==> src/rtl/seg7_pkg.sv <==
// Shared seven-segment definitions: active-low segment codes,
// special nibble values and the capture FSM state type.
package seg7_pkg;

    localparam logic [6:0] SEG_0     = 7'b1000000;
    localparam logic [6:0] SEG_1     = 7'b1111001;
    localparam logic [6:0] SEG_2     = 7'b0100100;
    localparam logic [6:0] SEG_3     = 7'b0110000;
    localparam logic [6:0] SEG_4     = 7'b0011001;
    localparam logic [6:0] SEG_5     = 7'b0010010;
    localparam logic [6:0] SEG_6     = 7'b0000010;
    localparam logic [6:0] SEG_7     = 7'b1111000;
    localparam logic [6:0] SEG_8     = 7'b0000000;
    localparam logic [6:0] SEG_9     = 7'b0010000;
    localparam logic [6:0] SEG_BLANK = 7'b1111111;

    localparam logic [3:0] NIBBLE_BLANK   = 4'hF;
    localparam logic [3:0] NIBBLE_INVALID = 4'hE;

    typedef enum logic [1:0] {
        S_WAIT,
        S_STABLE,
        S_HOLD
    } state_t;

    // Forward encoding, shared with the display driver side.
    function automatic logic [6:0] seg7_encode(input logic [3:0] nib);
        logic [6:0] pat;
        unique case (nib)
            4'd0:    pat = SEG_0;
            4'd1:    pat = SEG_1;
            4'd2:    pat = SEG_2;
            4'd3:    pat = SEG_3;
            4'd4:    pat = SEG_4;
            4'd5:    pat = SEG_5;
            4'd6:    pat = SEG_6;
            4'd7:    pat = SEG_7;
            4'd8:    pat = SEG_8;
            4'd9:    pat = SEG_9;
            default: pat = SEG_BLANK;
        endcase
        return pat;
    endfunction

endpackage

==> src/rtl/seg7_pattern_decode.sv <==
// Combinational seven-segment pattern to BCD nibble decoder.
// Unknown patterns map to NIBBLE_INVALID and raise invalid.
module seg7_pattern_decode
    import seg7_pkg::*;
(
    input  logic [6:0] pattern,
    output logic [3:0] nibble,
    output logic       invalid
);

    always_comb begin
        nibble  = NIBBLE_INVALID;
        invalid = 1'b0;
        unique case (pattern)
            SEG_0:     nibble = 4'd0;
            SEG_1:     nibble = 4'd1;
            SEG_2:     nibble = 4'd2;
            SEG_3:     nibble = 4'd3;
            SEG_4:     nibble = 4'd4;
            SEG_5:     nibble = 4'd5;
            SEG_6:     nibble = 4'd6;
            SEG_7:     nibble = 4'd7;
            SEG_8:     nibble = 4'd8;
            SEG_9:     nibble = 4'd9;
            SEG_BLANK: nibble = NIBBLE_BLANK;
            default: begin
                nibble  = NIBBLE_INVALID;
                invalid = 1'b1;
            end
        endcase
    end

endmodule

==> src/rtl/seven_seg_frame_decoder.sv <==
// Snoops a multiplexed active-low seven-segment bus and recovers
// one nibble plus decimal point per digit, published per frame.
module seven_seg_frame_decoder
    import seg7_pkg::*;
#(
    parameter int NUM_DIGITS    = 4,
    parameter int STABLE_CYCLES = 8,
    parameter int CNT_W         = $clog2(STABLE_CYCLES + 1)
) (
    input  logic                    clk,
    input  logic                    rst_n,
    input  logic [7:0]              seg_in,
    input  logic [NUM_DIGITS-1:0]   an_in,
    output logic [4*NUM_DIGITS-1:0] digits_out,
    output logic [NUM_DIGITS-1:0]   dp_out,
    output logic                    frame_valid,
    output logic                    frame_err,
    output logic                    digit_err
);

    localparam logic [CNT_W-1:0] CNT_ONE  = CNT_W'(1);
    localparam logic [CNT_W-1:0] CNT_LAST = CNT_W'(STABLE_CYCLES - 1);
    localparam logic [NUM_DIGITS-1:0] AN_ONE = NUM_DIGITS'(1);

    logic [7:0]            s_seg;
    logic [NUM_DIGITS-1:0] s_an;
    logic [7:0]            ref_seg;
    logic [NUM_DIGITS-1:0] ref_an;
    state_t                state;
    logic [CNT_W-1:0]      cnt;

    logic [3:0]            slot_nib [NUM_DIGITS];
    logic [NUM_DIGITS-1:0] slot_dp;
    logic [NUM_DIGITS-1:0] slot_err;
    logic [NUM_DIGITS-1:0] mask;

    logic [NUM_DIGITS-1:0] sel;
    logic                  onehot;
    logic                  same;
    logic                  capture;
    logic                  frame_full;
    logic [3:0]            dec_nib;
    logic                  dec_inv;

    seg7_pattern_decode u_decode (
        .pattern (ref_seg[6:0]),
        .nibble  (dec_nib),
        .invalid (dec_inv)
    );

    // Exactly one anode driven low selects a digit.
    assign sel        = ~s_an;
    assign onehot     = (|sel) && ((sel & (sel - AN_ONE)) == '0);
    assign same       = (s_seg == ref_seg) && (s_an == ref_an);
    assign capture    = (state == S_STABLE) && same && (cnt == CNT_LAST);
    assign frame_full = &mask;

    always_ff @(posedge clk or negedge rst_n) begin
        if (!rst_n) begin
            s_seg       <= '1;
            s_an        <= '1;
            ref_seg     <= '1;
            ref_an      <= '1;
            state       <= S_WAIT;
            cnt         <= '0;
            slot_dp     <= '0;
            slot_err    <= '0;
            mask        <= '0;
            digits_out  <= '1;
            dp_out      <= '0;
            frame_valid <= 1'b0;
            frame_err   <= 1'b0;
            digit_err   <= 1'b0;
            for (int i = 0; i < NUM_DIGITS; i++) begin
                slot_nib[i] <= NIBBLE_BLANK;
            end
        end else begin
            s_seg       <= seg_in;
            s_an        <= an_in;
            digit_err   <= capture & dec_inv;
            frame_valid <= frame_full;
            frame_err   <= frame_full & (|slot_err);

            if (frame_full) begin
                dp_out <= slot_dp;
                for (int i = 0; i < NUM_DIGITS; i++) begin
                    digits_out[4*i +: 4] <= slot_nib[i];
                end
            end

            // A capture on the publish edge lands in the fresh frame.
            for (int i = 0; i < NUM_DIGITS; i++) begin
                if (frame_full) begin
                    mask[i]     <= 1'b0;
                    slot_err[i] <= 1'b0;
                end
                if (capture && !ref_an[i]) begin
                    mask[i]     <= 1'b1;
                    slot_err[i] <= dec_inv;
                    slot_nib[i] <= dec_nib;
                    slot_dp[i]  <= ~ref_seg[7];
                end
            end

            unique case (state)
                S_WAIT: begin
                    if (onehot) begin
                        ref_seg <= s_seg;
                        ref_an  <= s_an;
                        cnt     <= CNT_ONE;
                        state   <= S_STABLE;
                    end
                end
                S_STABLE, S_HOLD: begin
                    if (!same) begin
                        if (onehot) begin
                            ref_seg <= s_seg;
                            ref_an  <= s_an;
                            cnt     <= CNT_ONE;
                            state   <= S_STABLE;
                        end else begin
                            cnt   <= '0;
                            state <= S_WAIT;
                        end
                    end else if (state == S_STABLE) begin
                        cnt <= cnt + CNT_ONE;
                        if (capture) begin
                            state <= S_HOLD;
                        end
                    end
                end
                default: begin
                    cnt   <= '0;
                    state <= S_WAIT;
                end
            endcase
        end
    end

endmodule

==> config.mk <==
export PLATFORM = sky130hd
export DESIGN_NAME = seven_seg_frame_decoder
export DESIGN_NICKNAME = d
export VERILOG_FILES = /design/src/rtl/seg7_pkg.sv /design/src/rtl/seg7_pattern_decode.sv /design/src/rtl/seven_seg_frame_decoder.sv
export SDC_FILE = /design/constraint.sdc
export NUM_CORES = 1
export LEC_CHECK = 0
export BUFFER_PORTS_ARGS = -buffer_cell sky130_fd_sc_hd__buf_2
export CORE_MARGIN = 1.5
export CORE_UTILIZATION = 55
export DETAILED_ROUTE_END_ITERATION = 10
export PLACE_DENSITY = 0.8
export SLEW_MARGIN = 15
export SYNTH_ARGS = -nofsm -noshare
export SYNTH_HDL_FRONTEND = slang
export SYNTH_SLANG_ARGS = --single-unit
==> constraint.sdc <==
create_clock -name clk -period 3.7 [get_ports clk]
set_input_delay 0.37 -clock clk [delete_from_list [all_inputs] [get_ports clk]]
set_output_delay 0.37 -clock clk [all_outputs]
set_load 0.02 [all_outputs]
==> flow_summary_export.csv, run 1 <==
group,metric,value,unit
logic_synthesis,yosys_warnings,0,
clock_network,cts_setup_buffers,0,
logic_synthesis,synth-simple-area-share,17.70,%
die,core-area,6350,µm²
place,port_buffers,36,
sta,hold_viol_final,0,
logic_synthesis,synth_top_family_by_area,"simple AND/OR/NAND/NOR gates",
grt,grt_pass1_wl,10300,µm
power,power,1.927,mW
status,outcome,"complete, no violations",
clock_network,cts_resized,0,
critical_path,critical_path_peak_fanout,12,
clock_network,path_clk_slew,0.08,ns
logic_synthesis,synthCells,296,
clock_network,cts_tree,"done",
logic_synthesis,ys_seq_area_share,58.28,%
min_path,min_path_type,"input port to flop",
drt,route.detailed.drc,0,
place,gp_congestion,0.8078,
clock_network,cts_max_level,3,
drt,first_iter_violations,76,
logic_synthesis,synth-compound-area-share,6.433,%
drt,drtAntennaViolNets,0,
final_layout,multiInputGateArea,1403,µm²
drt,routed_wl,5848,µm
grt,grt_pass1_vias,2230,
critical_path,cpPeakStageDelay,0.62,ns
die,fp-row-count,29,
sta,fin_worst_skew,0.009674,ns
power,ir_drop,0.3450,mV
final_layout,seq_area,2097,µm²
clock_network,numClockSinks,81,
logic_synthesis,synth_top_area_share,40.89,%
sta,timing.hold.ws,0.1089,ns
place,dp_hpwl,3990,µm
final_layout,utilization,63.13,%
clock_network,clockBufferDepth,2,
logic_synthesis,yosysUniqueCellTypes,44,
sta,finalSetupViolCount,0,
final_layout,fillers,512,
logic_synthesis,synth-xor-area-share,3.408,%
die,die_y,83.89,µm
clock_network,numCtsBuffers,9,
critical_path,start_kind,"flop",
grt,grt_overflow_total,0,
die,start_util,56.67,%
critical_path,path_class,"flop to flop",
sta,period_share,63.66,%
final_layout,final_common_cell,"nand2_1",
sta,layout_setup_ws,1.345,ns
sta,slew_headroom,36.65,%
clock_network,cts_root_buf,"clkbuf_8",
sta,period_minus_slack,2.355,ns
critical_path,path_cells,"xor2_1, nor4_4, nand4_2, nand2_1, mux2_2",
die,ioPinCount,37,
logic_synthesis,syn_area,3598,µm²
power,p_leak,1.926,nW
die,die_w,83.89,µm
drt,dr.pass1.iters,4,
drt,vias,2203,
grt,grt_usage,18.88,%
critical_path,required,3.98,ns
clock_network,clock_latency,0.35,ns
clock_network,holdBufCountCts,0,
sta,max_freq,424.6,MHz
logic_synthesis,ys_ff_latch,81,
critical_path,cpMaxStageDelayCell,"dfstp_2",
logic_synthesis,synthTopCellsByArea,"dfstp_2 (41%), dfrtp_1 (17%), nand2_1 (7.0%)",
drt,viasPerCell,5.308,
place,post-place-ws,1.368,ns
logic_synthesis,synthMuxAreaShare,10.05,%
final_layout,syn_to_final_growth,11.40,%
sta,finalSetupTns,0,ns
grt,antenna_found_initial,0,
grt,grt_max_degree,82,
final_layout,antenna_cells,0,
logic_synthesis,synthAdderAreaFrac,1.391,%
logic_synthesis,synthFlopType,"dfstp_2",
logic_synthesis,syn_area_per_cell,12.16,µm²
drt,wl_per_cell,14.09,µm
power,p_per_area,480.6,nW/µm²
flow_run,drv_cap,0,
die,die-area,7037,µm²
logic_synthesis,synth_nets,314,
critical_path,cp_data_arrival_time,2.63,ns
sta,worstMarginPinSlew,0.9502,ns
logic_synthesis,synth_top_area_cell,"dfstp_2",
logic_synthesis,synth_edf_count,0,
final_layout,fin_nets,351,
sta,slew_viol_final,0,
logic_synthesis,async_flop_share,100.0,%
final_layout,drive_gt1_share,39.05,%
critical_path,setup.worst_path.end_class,"flop",
sta,grt_setup_unrepaired,"false",
final_layout,final_cell_mix,"nand2_1 (67), dfstp_2 (56), buf_2 (35)",
-- cell usage after synthesis (2+ instances only) --
| master | n |
|---|---|
| a21o_1 | 4 |
| a31oi_1 | 5 |
| and3_1 | 2 |
| and4b_1 | 3 |
| buf_4 | 2 |
| buf_6 | 2 |
| clkbuf_1 | 6 |
| dfrtp_1 | 25 |
| dfstp_2 | 56 |
| ha_1 | 4 |
| inv_1 | 8 |
| mux2_1 | 13 |
| mux2_2 | 12 |
| mux2i_1 | 8 |
| nand2_1 | 67 |
| nand2b_1 | 2 |
| nand3_1 | 3 |
| nand4_1 | 2 |
| nor2_1 | 10 |
| nor2_8 | 4 |
| nor2b_1 | 2 |
| nor3_1 | 4 |
| nor4_1 | 3 |
| nor4_4 | 3 |
| o211ai_1 | 3 |
| o21ai_0 | 11 |
| o41ai_2 | 2 |
| xor2_1 | 14 |
-- per-stage QoR --
| step | instance area, µm² | std cells |
|---|---|---|
| floorplan | 3598 | 296 |
| global placement | 3820 | 399 |
| detailed placement | 3820 | 399 |
| CTS | 4009 | 415 |
| global route | 4009 | 415 |
| finish | 4009 | 415 |
-- power breakdown --
| part | switching [mW] | leakage (nW) | total, mW | internal [mW] |
|---|---|---|---|---|
| sequential | 0.0863 | 0.927 | 1.05 | 0.967 |
| combinational | 0.146 | 0.902 | 0.256 | 0.110 |
| clock | 0.289 | 0.0974 | 0.618 | 0.329 |
| total | 0.521 | 1.93 | 1.93 | 1.41 |
-- final cells by class --
type	count	area share, %
clock buffers	13	3.714
well taps	77	2.403
clock inverters	3	0.9988
inverters	9	0.8427
multi-input cells	195	34.99
repair buffers	37	4.744
flip-flops and latches	81	52.31
-- registers in the layout, summed over array words and instances, names as in the netlist --
name         count
slot_nib        16
ref_an           4
cnt              4
digits_out      16
slot_err         4
s_seg            8
frame_err        1
slot_dp          4
ref_seg          8
mask             4
digit_err        1
frame_valid      1
state            2
dp_out           4
s_an             4
-- final timing paths --
| check | start | to | slack (ns) | depth (start not counted) |
|---|---|---|---|---|
| setup / recovery | ref_seg[2] | ref_seg[6] | 1.34 | 5 |
| hold / removal | an_in[1] | s_an[1] | 0.11 | 1 |
| setup reg to reg | ref_seg[2] | ref_seg[6] | 1.34 | 5 |
| hold reg to reg | slot_nib[14] | digits_out[2] | 0.45 | 2 |
| max in group asynchronous | rst_n | slot_dp[2] | 2.91 | 1 |
| min in group asynchronous | rst_n | mask[0] | 0.16 | 1 |
-- metal layers --
layer	share of wire [%]	track usage (%)
met1	45	23.25
met4	1.8	8.048
met3	3.4	5.045
met2	50	31.45
met5	0	0
-- worst max-delay path, delay by kind of cell, from the launching register on --
kind                      cells  cell delay, ns
muxes                         1            0.40
and+or+nand+nor               3            1.15
DFF                           1            0.62
xor gates and xnor gates      1            0.12
-- logic make-up (layout without fill, tap and decap cells) --
group,count (synthesis),count (layout)
AOI/OAI and AO/OA,32,32
muxes,33,33
adders and majority gates,4,4
buffers and inverters,20,62
and+or+nand+nor,112,112
DFF,81,81
xor gates and xnor gates,14,14
No activity file was read; power rests on OpenSTA's default activity.
==> run 2, diff against run 1 <==
--- a/config.mk
+++ b/config.mk
@@ -5,6 +5,7 @@
 export SDC_FILE = /design/constraint.sdc
 export NUM_CORES = 1
 export LEC_CHECK = 0
+export ABC_AREA = 1
 export BUFFER_PORTS_ARGS = -buffer_cell sky130_fd_sc_hd__buf_2
 export CORE_MARGIN = 1.5
 export CORE_UTILIZATION = 55
==> constraint.sdc (replaced) <==
create_clock -name clk -period 2.36 [get_ports clk]
set_input_delay 0.236 -clock clk [delete_from_list [all_inputs] [get_ports clk]]
set_output_delay 0.236 -clock clk [all_outputs]
set_load 0.02 [all_outputs]
==> flow_summary_export.csv, run 2 <==
group,metric,value,unit
drt,route.detailed.drc,7,
grt,grt_usage,21.60,%
power,p_sw,0.8373,mW
grt,grt_overflow_total,0,
place,dp_hpwl,4721,µm
critical_path,path_cells,"inv_1, ha_1, inv_1, nor3_1, inv_1, nor2_8, nand2_4, nand3_1, o21ai_0",
critical_path,reg2reg_from,"state[1]",
critical_path,path_class,"flop to flop",
sta,max_freq,515.9,MHz
logic_synthesis,syn_area_per_cell,8.453,µm²
power,p_comb_share,13.0,%
power,swShare,28.37,%
critical_path,rr_worst_depth,9,
final_layout,antenna_cells,0,
logic_synthesis,yosys_warnings,0,
sta,finalSetupViolCount,0,
min_path,min_path_type,"input port to asynchronous set/reset pin",
clock_network,cts_tree,"done",
logic_synthesis,syn_area,3711,µm²
grt,grt_pass1_wl,12360,µm
critical_path,critical_path_peak_fanout,10,
logic_synthesis,ys_top_cells_by_count,"nand2_1 (185), dfstp_2 (56), inv_1 (49), dfrtp_1 (25), o21ai_0 (24)",
critical_path,timing.critical_path.from,"state[1]",
logic_synthesis,async_flop_share,100.0,%
drt,routed_wl,6885,µm
logic_synthesis,synth_top_area_cell,"dfstp_2",
die,die-area,7249,µm²
final_layout,syn_to_final_growth,15.37,%
power,ir_drop,0.4299,mV
logic_synthesis,synth_nets,457,
drt,drtAntennaViolNets,0,
grt,antenna_found_initial,0,
critical_path,reg2reg_setup_slack,0.42,ns
die,start_util,57.78,%
drt,wl_per_cell,11.99,µm
logic_synthesis,ys_ff_latch,81,
sta,finalSetupTns,0,ns
sta,grt_setup_unrepaired,"false",
logic_synthesis,synthTopCellsByArea,"dfstp_2 (40%), nand2_1 (19%), dfrtp_1 (17%)",
die,die_y,85.14,µm
clock_network,path_clk_slew,0.08,ns
logic_synthesis,synth_edf_count,0,
critical_path,cpMaxStageDelayCell,"dfrtp_1",
clock_network,clock_latency,0.35,ns
drt,dr.pass1.iters,10,
power,clockPowerShare,34.2,%
clock_network,cts_root_buf,"clkbuf_8",
critical_path,crit_top_cell,"inv_1",
critical_path,cpPeakStageDelay,0.40,ns
clock_network,cts_max_level,3,
die,core-area,6422,µm²
sta,fin_worst_skew,0.006254,ns
critical_path,cp_data_arrival_time,2.17,ns
flow_run,drv_cap,0,
critical_path,required,2.59,ns
power,p_seq_share,52.8,%
final_layout,final_cell_mix,"nand2_1 (185), dfstp_2 (56), inv_1 (49)",
place,port_buffers,36,
drt,first_iter_violations,189,
critical_path,setup.worst_path.end_class,"flop",
power,power,2.952,mW
logic_synthesis,yosysUniqueCellTypes,31,
sta,hold_viol_final,0,
clock_network,clockBufferDepth,2,
critical_path,cp-endpoint,"slot_err[2]",
status,violations,"design-rule violations",
die,die_w,85.14,µm
die,fp-row-count,29,
drt,viasPerCell,4.976,
drt,vias,2856,
logic_synthesis,synthFlopType,"dfstp_2",
power,p_leak,2.245,nW
grt,grt_max_degree,82,
critical_path,start_kind,"flop",
final_layout,drive_gt1_share,25.55,%
place,gp_congestion,0.8705,
final_layout,final_common_cell,"nand2_1",
sta,worstMarginPinSlew,0.9542,ns
sta,period_share,82.13,%
sta,slew_headroom,36.39,%
power,p_per_area,689.4,nW/µm²
sta,period_minus_slack,1.938,ns
sta,slew_viol_final,0,
status,outcome,"finished, violations left",
final_layout,fin_nets,510,
clock_network,numClockSinks,81,
logic_synthesis,synth_top_area_share,39.65,%
logic_synthesis,synthCells,439,
critical_path,crit-reg2reg-capture,"slot_err[2]",
logic_synthesis,ys_seq_area_share,56.51,%
clock_network,numCtsBuffers,9,
grt,grt_pass1_vias,2781,
die,ioPinCount,37,
final_layout,top_regs,"digits_out x16, slot_nib x16",
power,intPower,2.114,mW
clock_network,cts_resized,0,
logic_synthesis,yosysMostFrequentCell,"nand2_1",
==> run 2: cell types whose count changed after synthesis, sizes merged, moves of 4 or more <==
cell / previous run / this run
nand3: 3 / 18
nand2: 67 / 193
mux2i: 8 / 0
inv: 8 / 51
mux2: 25 / 0
xor2: 14 / 1
a21o: 4 / 0
nor2: 14 / 24
xnor2: 0 / 4
o21ai: 12 / 34
a31oi: 5 / 0
nor4: 6 / 1
==> run 2: repair_timing <==
item,in CTS,in global routing
hold buffers,12,0
endpoints found under the setup margin,0,0
hold endpoints to repair,12,0
buffers inserted,0,0
==> run 2: layout make-up <==
type | instances | area [µm²]
Clock inverter | 6 | 67.56
Multi-Input combinational cell | 296 | 1360
Timing Repair Buffer | 49 | 310.3
Tap cell | 77 | 96.34
Inverter | 55 | 222.7
Sequential cell | 81 | 2097
Fill cell | 527 | 2141
Clock buffer | 10 | 127.6
==> run 2: worst min-delay path by stage <==
stage / startpoint / end / slack [ns] / cells past startpoint
after CTS: rst_n / dp_out[1] / 0.06 / 1
final: rst_n / dp_out[2] / 0.04 / 1
after floorplan: rst_n / cnt[0] / -0.06 / 0
after global routing: rst_n / dp_out[2] / 0.12 / 1
after global placement: seg_in[7] / s_seg[7] / 0.34 / 1
after detailed placement: seg_in[5] / s_seg[5] / 0.34 / 1
==> run 2: worst max-delay path: cells and delay by family (launching register included) <==
family / cells / cell delay, ns
and+or+nand+nor: 4 / 0.81
DFF: 1 / 0.40
buffers and inverters: 3 / 0.36
adders and majority gates: 1 / 0.14
AOI/OAI and AO/OA: 1 / 0.11
==> run 2: kinds of logic after synthesis <==
family,synth area share (%)
xor+xnor,1.180
fa+ha+maj,1.349
compound gates,5.428
simple gates,28.52
flops,56.51
buf+inv,7.013
==> run 2: routing by layer <==
| metal | GRT usage [%] | wire length, µm | share of wire [%] |
|---|---|---|---|
| met2 | 34.85 | 3206 | 47 |
| met1 | 28.78 | 3269 | 47 |
| met3 | 3.210 | 275 | 4.0 |
| met5 | 0 | 0 | 0 |
| met4 | 10.43 | 134 | 1.9 |
==> run 2: power by group through the flow <==
stage,Combinational [mW],Clock (mW),Sequential (mW)
after floorplan,0.281,0,1.56
after global placement,0.361,0,1.58
after detailed placement,0.370,0,1.58
after CTS,0.388,1.03,1.56
after global routing,0.452,1.07,1.57
final,0.385,1.01,1.56
==> run 2: through the flow <==
| stage | util, % | area, µm² | setup WS, ns | hold WS (ns) | cells |
|---|---|---|---|---|---|
| 2_1_floorplan | - | 3711 | 0.7833 | -0.05959 | 439 |
| 3_3_place_gp | 61.76 | 3966 | 0.4498 | 0.3407 | 546 |
| 3_5_place_dp | 61.76 | 3966 | 0.4210 | 0.3421 | 546 |
| 4_1_cts | 66.67 | 4282 | 0.3905 | 0.06211 | 574 |
| 5_1_grt | 66.67 | 4282 | 0.2605 | 0.1156 | 574 |
| 6_report | 66.67 | 4282 | 0.4217 | 0.03580 | 574 |
==> run 3, diff against run 2 <==
--- a/config.mk
+++ b/config.mk
@@ -8,9 +8,9 @@
 export ABC_AREA = 1
 export BUFFER_PORTS_ARGS = -buffer_cell sky130_fd_sc_hd__buf_2
 export CORE_MARGIN = 1.5
-export CORE_UTILIZATION = 55
+export CORE_UTILIZATION = 53
 export DETAILED_ROUTE_END_ITERATION = 10
-export PLACE_DENSITY = 0.8
+export PLACE_DENSITY = 0.81
 export SLEW_MARGIN = 15
 export SYNTH_ARGS = -nofsm -noshare
 export SYNTH_HDL_FRONTEND = slang
==> constraint.sdc (replaced) <==
create_clock -name clk -period 1.6 [get_ports clk]
set_input_delay 0.16 -clock clk [delete_from_list [all_inputs] [get_ports clk]]
set_output_delay 0.16 -clock clk [all_outputs]
set_load 0.02 [all_outputs]
==> flow_summary_export.csv, run 3 (synthesis gave the netlist of run 2 again) <==
group,metric,value,unit
sta,period_minus_slack,1.782,ns
critical_path,crit_top_cell,"nand2_1",
clock_network,cts_max_level,3,
status,violations,"negative setup slack",
clock_network,numClockSinks,81,
drt,wl_per_cell,14.96,µm
place,place_area,4228,µm²
final_layout,seq_area,2097,µm²
critical_path,cp_data_arrival_time,2.07,ns
critical_path,setup.worst_path.end_class,"flop",
drt,route.detailed.drc,0,
critical_path,start_kind,"flop",
power,ir_drop,0.9118,mV
grt,grt_max_degree,55,
final_layout,top_regs,"digits_out x16, slot_nib x16",
drt,viasPerCell,5.198,
critical_path,cpMaxStageDelayCell,"dfstp_2",
drt,routed_wl,9499,µm
critical_path,cp_num_buf_inv,1,
final_layout,final_common_cell,"nand2_1",
place,dp_hpwl,5370,µm
sta,max_freq,561.1,MHz
die,core-area,6794,µm²
die,start_util,54.62,%
die,ioPinCount,37,
final_layout,final_cell_mix,"nand2_1 (151), dfstp_2 (56), inv_1 (42)",
place,post-place-ws,-0.1245,ns
grt,busiest_layer,"met2",
grt,met1_usage,27.64,%
grt,antenna_found_initial,0,
final_layout,drive_gt1_share,45.45,%
die,die-area,7513,µm²
flow_run,drv_cap,0,
place,placedCellCount,595,
grt,grt_usage,23.67,%
grt,grt_pass1_wl,13660,µm
final_layout,fin_area,5011,µm²
critical_path,cpPeakStageDelay,0.57,ns
grt,grt_overflow_total,0,
critical_path,path_delay_family,"simple AND/OR/NAND/NOR gates",
grt,use_met2,41.05,%
critical_path,reg2reg_from,"ref_seg[6]",
drt,dr.pass1.iters,5,
sta,slew_viol_final,0,
critical_path,rr_worst_depth,10,
drt,vias,3301,
sta,period_share,111.4,%
critical_path,reg2reg_setup_slack,-0.18,ns
critical_path,required,1.89,ns
status,outcome,"finished, violations left",
place,gp_congestion,0.8504,
die,die_y,86.68,µm
sta,slew_headroom,75.12,%
critical_path,critical_path_peak_fanout,6,
clock_network,cts_root_buf,"clkbuf_8",
clock_network,path_clk_slew,0.08,ns
clock_network,cts_tree,"done",
critical_path,path_cells,"inv_2, nand2_2, nand2_1, nor2_2, nand3_2, nor2_4, nand2_4, nand2_8, nand2_1, o21ai_1",
sta,finalSetupViolCount,47,
final_layout,fin_nets,552,
critical_path,crit-reg2reg-capture,"ref_an[0]",
die,die_w,86.68,µm
final_layout,finalNonFillerCells,635,
place,port_buffers,36,
sta,grt_setup_unrepaired,"true",
clock_network,clockBufferDepth,2,
grt,grt_pass1_vias,3147,
final_layout,syn_to_final_growth,35.03,%
die,fp-row-count,30,
sta,finalSetupTns,-5.283,ns
final_layout,antenna_cells,0,
min_path,min_path_type,"input port to asynchronous set/reset pin",
clock_network,clock_latency,0.37,ns
sta,fin_worst_skew,0.01073,ns
clock_network,numCtsBuffers,9,
final_layout,multiInputGateArea,1718,µm²
drt,drtAntennaViolNets,0,
sta,worstMarginPinSlew,0.3732,ns
drt,first_iter_violations,155,
sta,layout_setup_ws,-0.1822,ns
critical_path,path_class,"flop to flop",
grt,grtUsageMet3,6.000,%
sta,hold_viol_final,0,
final_layout,fillers,476,
power,p_leak,2.556,nW
power,p_per_area,1006,nW/µm²
[run 3: worst max-delay path by stage]
stage	start	endpoint	slack (ns)	cells after the start
global placement	ref_seg[2]	slot_nib[7]	-0.04	10
global route	ref_seg[6]	ref_seg[2]	-0.23	10
detailed placement	ref_seg[2]	slot_nib[7]	-0.12	10
CTS	s_seg[6]	slot_nib[2]	-0.09	10
finish	ref_seg[6]	ref_an[0]	-0.18	10
floorplan	state[1]	slot_err[2]	0.02	9
[run 3: repair_timing]
| item | 4_1_cts | 5_1_grt |
|---|---|---|
| endpoints found under the setup margin | 47 | 47 |
| pin swaps | 15 | 34 |
| hold buffers | 13 | 0 |
| buffers inserted | 1 | 7 |
| endpoints found under the hold margin | 35 | 0 |
| gates cloned | 2 | 1 |
| gates resized for setup | 33 | 78 |
[run 3: report_power, final]
group / switching (mW) / leakage (nW) / internal (mW)
Sequential: 0.0905 / 0.927 / 2.19
Combinational: 0.661 / 1.52 / 0.432
Clock: 0.778 / 0.107 / 0.887
Total: 1.53 / 2.56 / 3.51
[run 3: metrics by stage]
step / utilization [%] / hold slack, ns / total power [mW]
floorplan: - / -0.1356 / 2.719
global placement: 62.23 / 0.09492 / 3.012
detailed placement: 62.23 / 0.09798 / 3.048
CTS: 69.26 / 0.2449 / 4.791
global route: 73.76 / 0.2743 / 5.241
finish: 73.76 / 0.2461 / 5.043
[run 3: final cells by class]
| cell class | instances | area share, % |
|---|---|---|
| sequential | 81 | 41.85 |
| tap | 96 | 2.397 |
| clock inverter | 6 | 1.798 |
| multi-input combinational | 299 | 34.28 |
| clock buffer | 10 | 2.547 |
| inverter | 55 | 4.569 |
| timing repair buffer | 88 | 12.56 |
[run 3: per-layer routing]
metal	wire length (µm)	share of wire (%)
met2	5044	53
met3	467	4.9
met4	278	2.9
met1	3709	39
met5	0	0
[run 3: worst register-to-register path: stages, from the launching register on]
cell and delay (ns):
dfstp_2 0.57, inv_2 0.06, nand2_2 0.08, nand2_1 0.09, nor2_2 0.15, nand3_2 0.13, nor2_4 0.18, nand2_4 0.15
nand2_8 0.14, nand2_1 0.06, o21ai_1 0.09
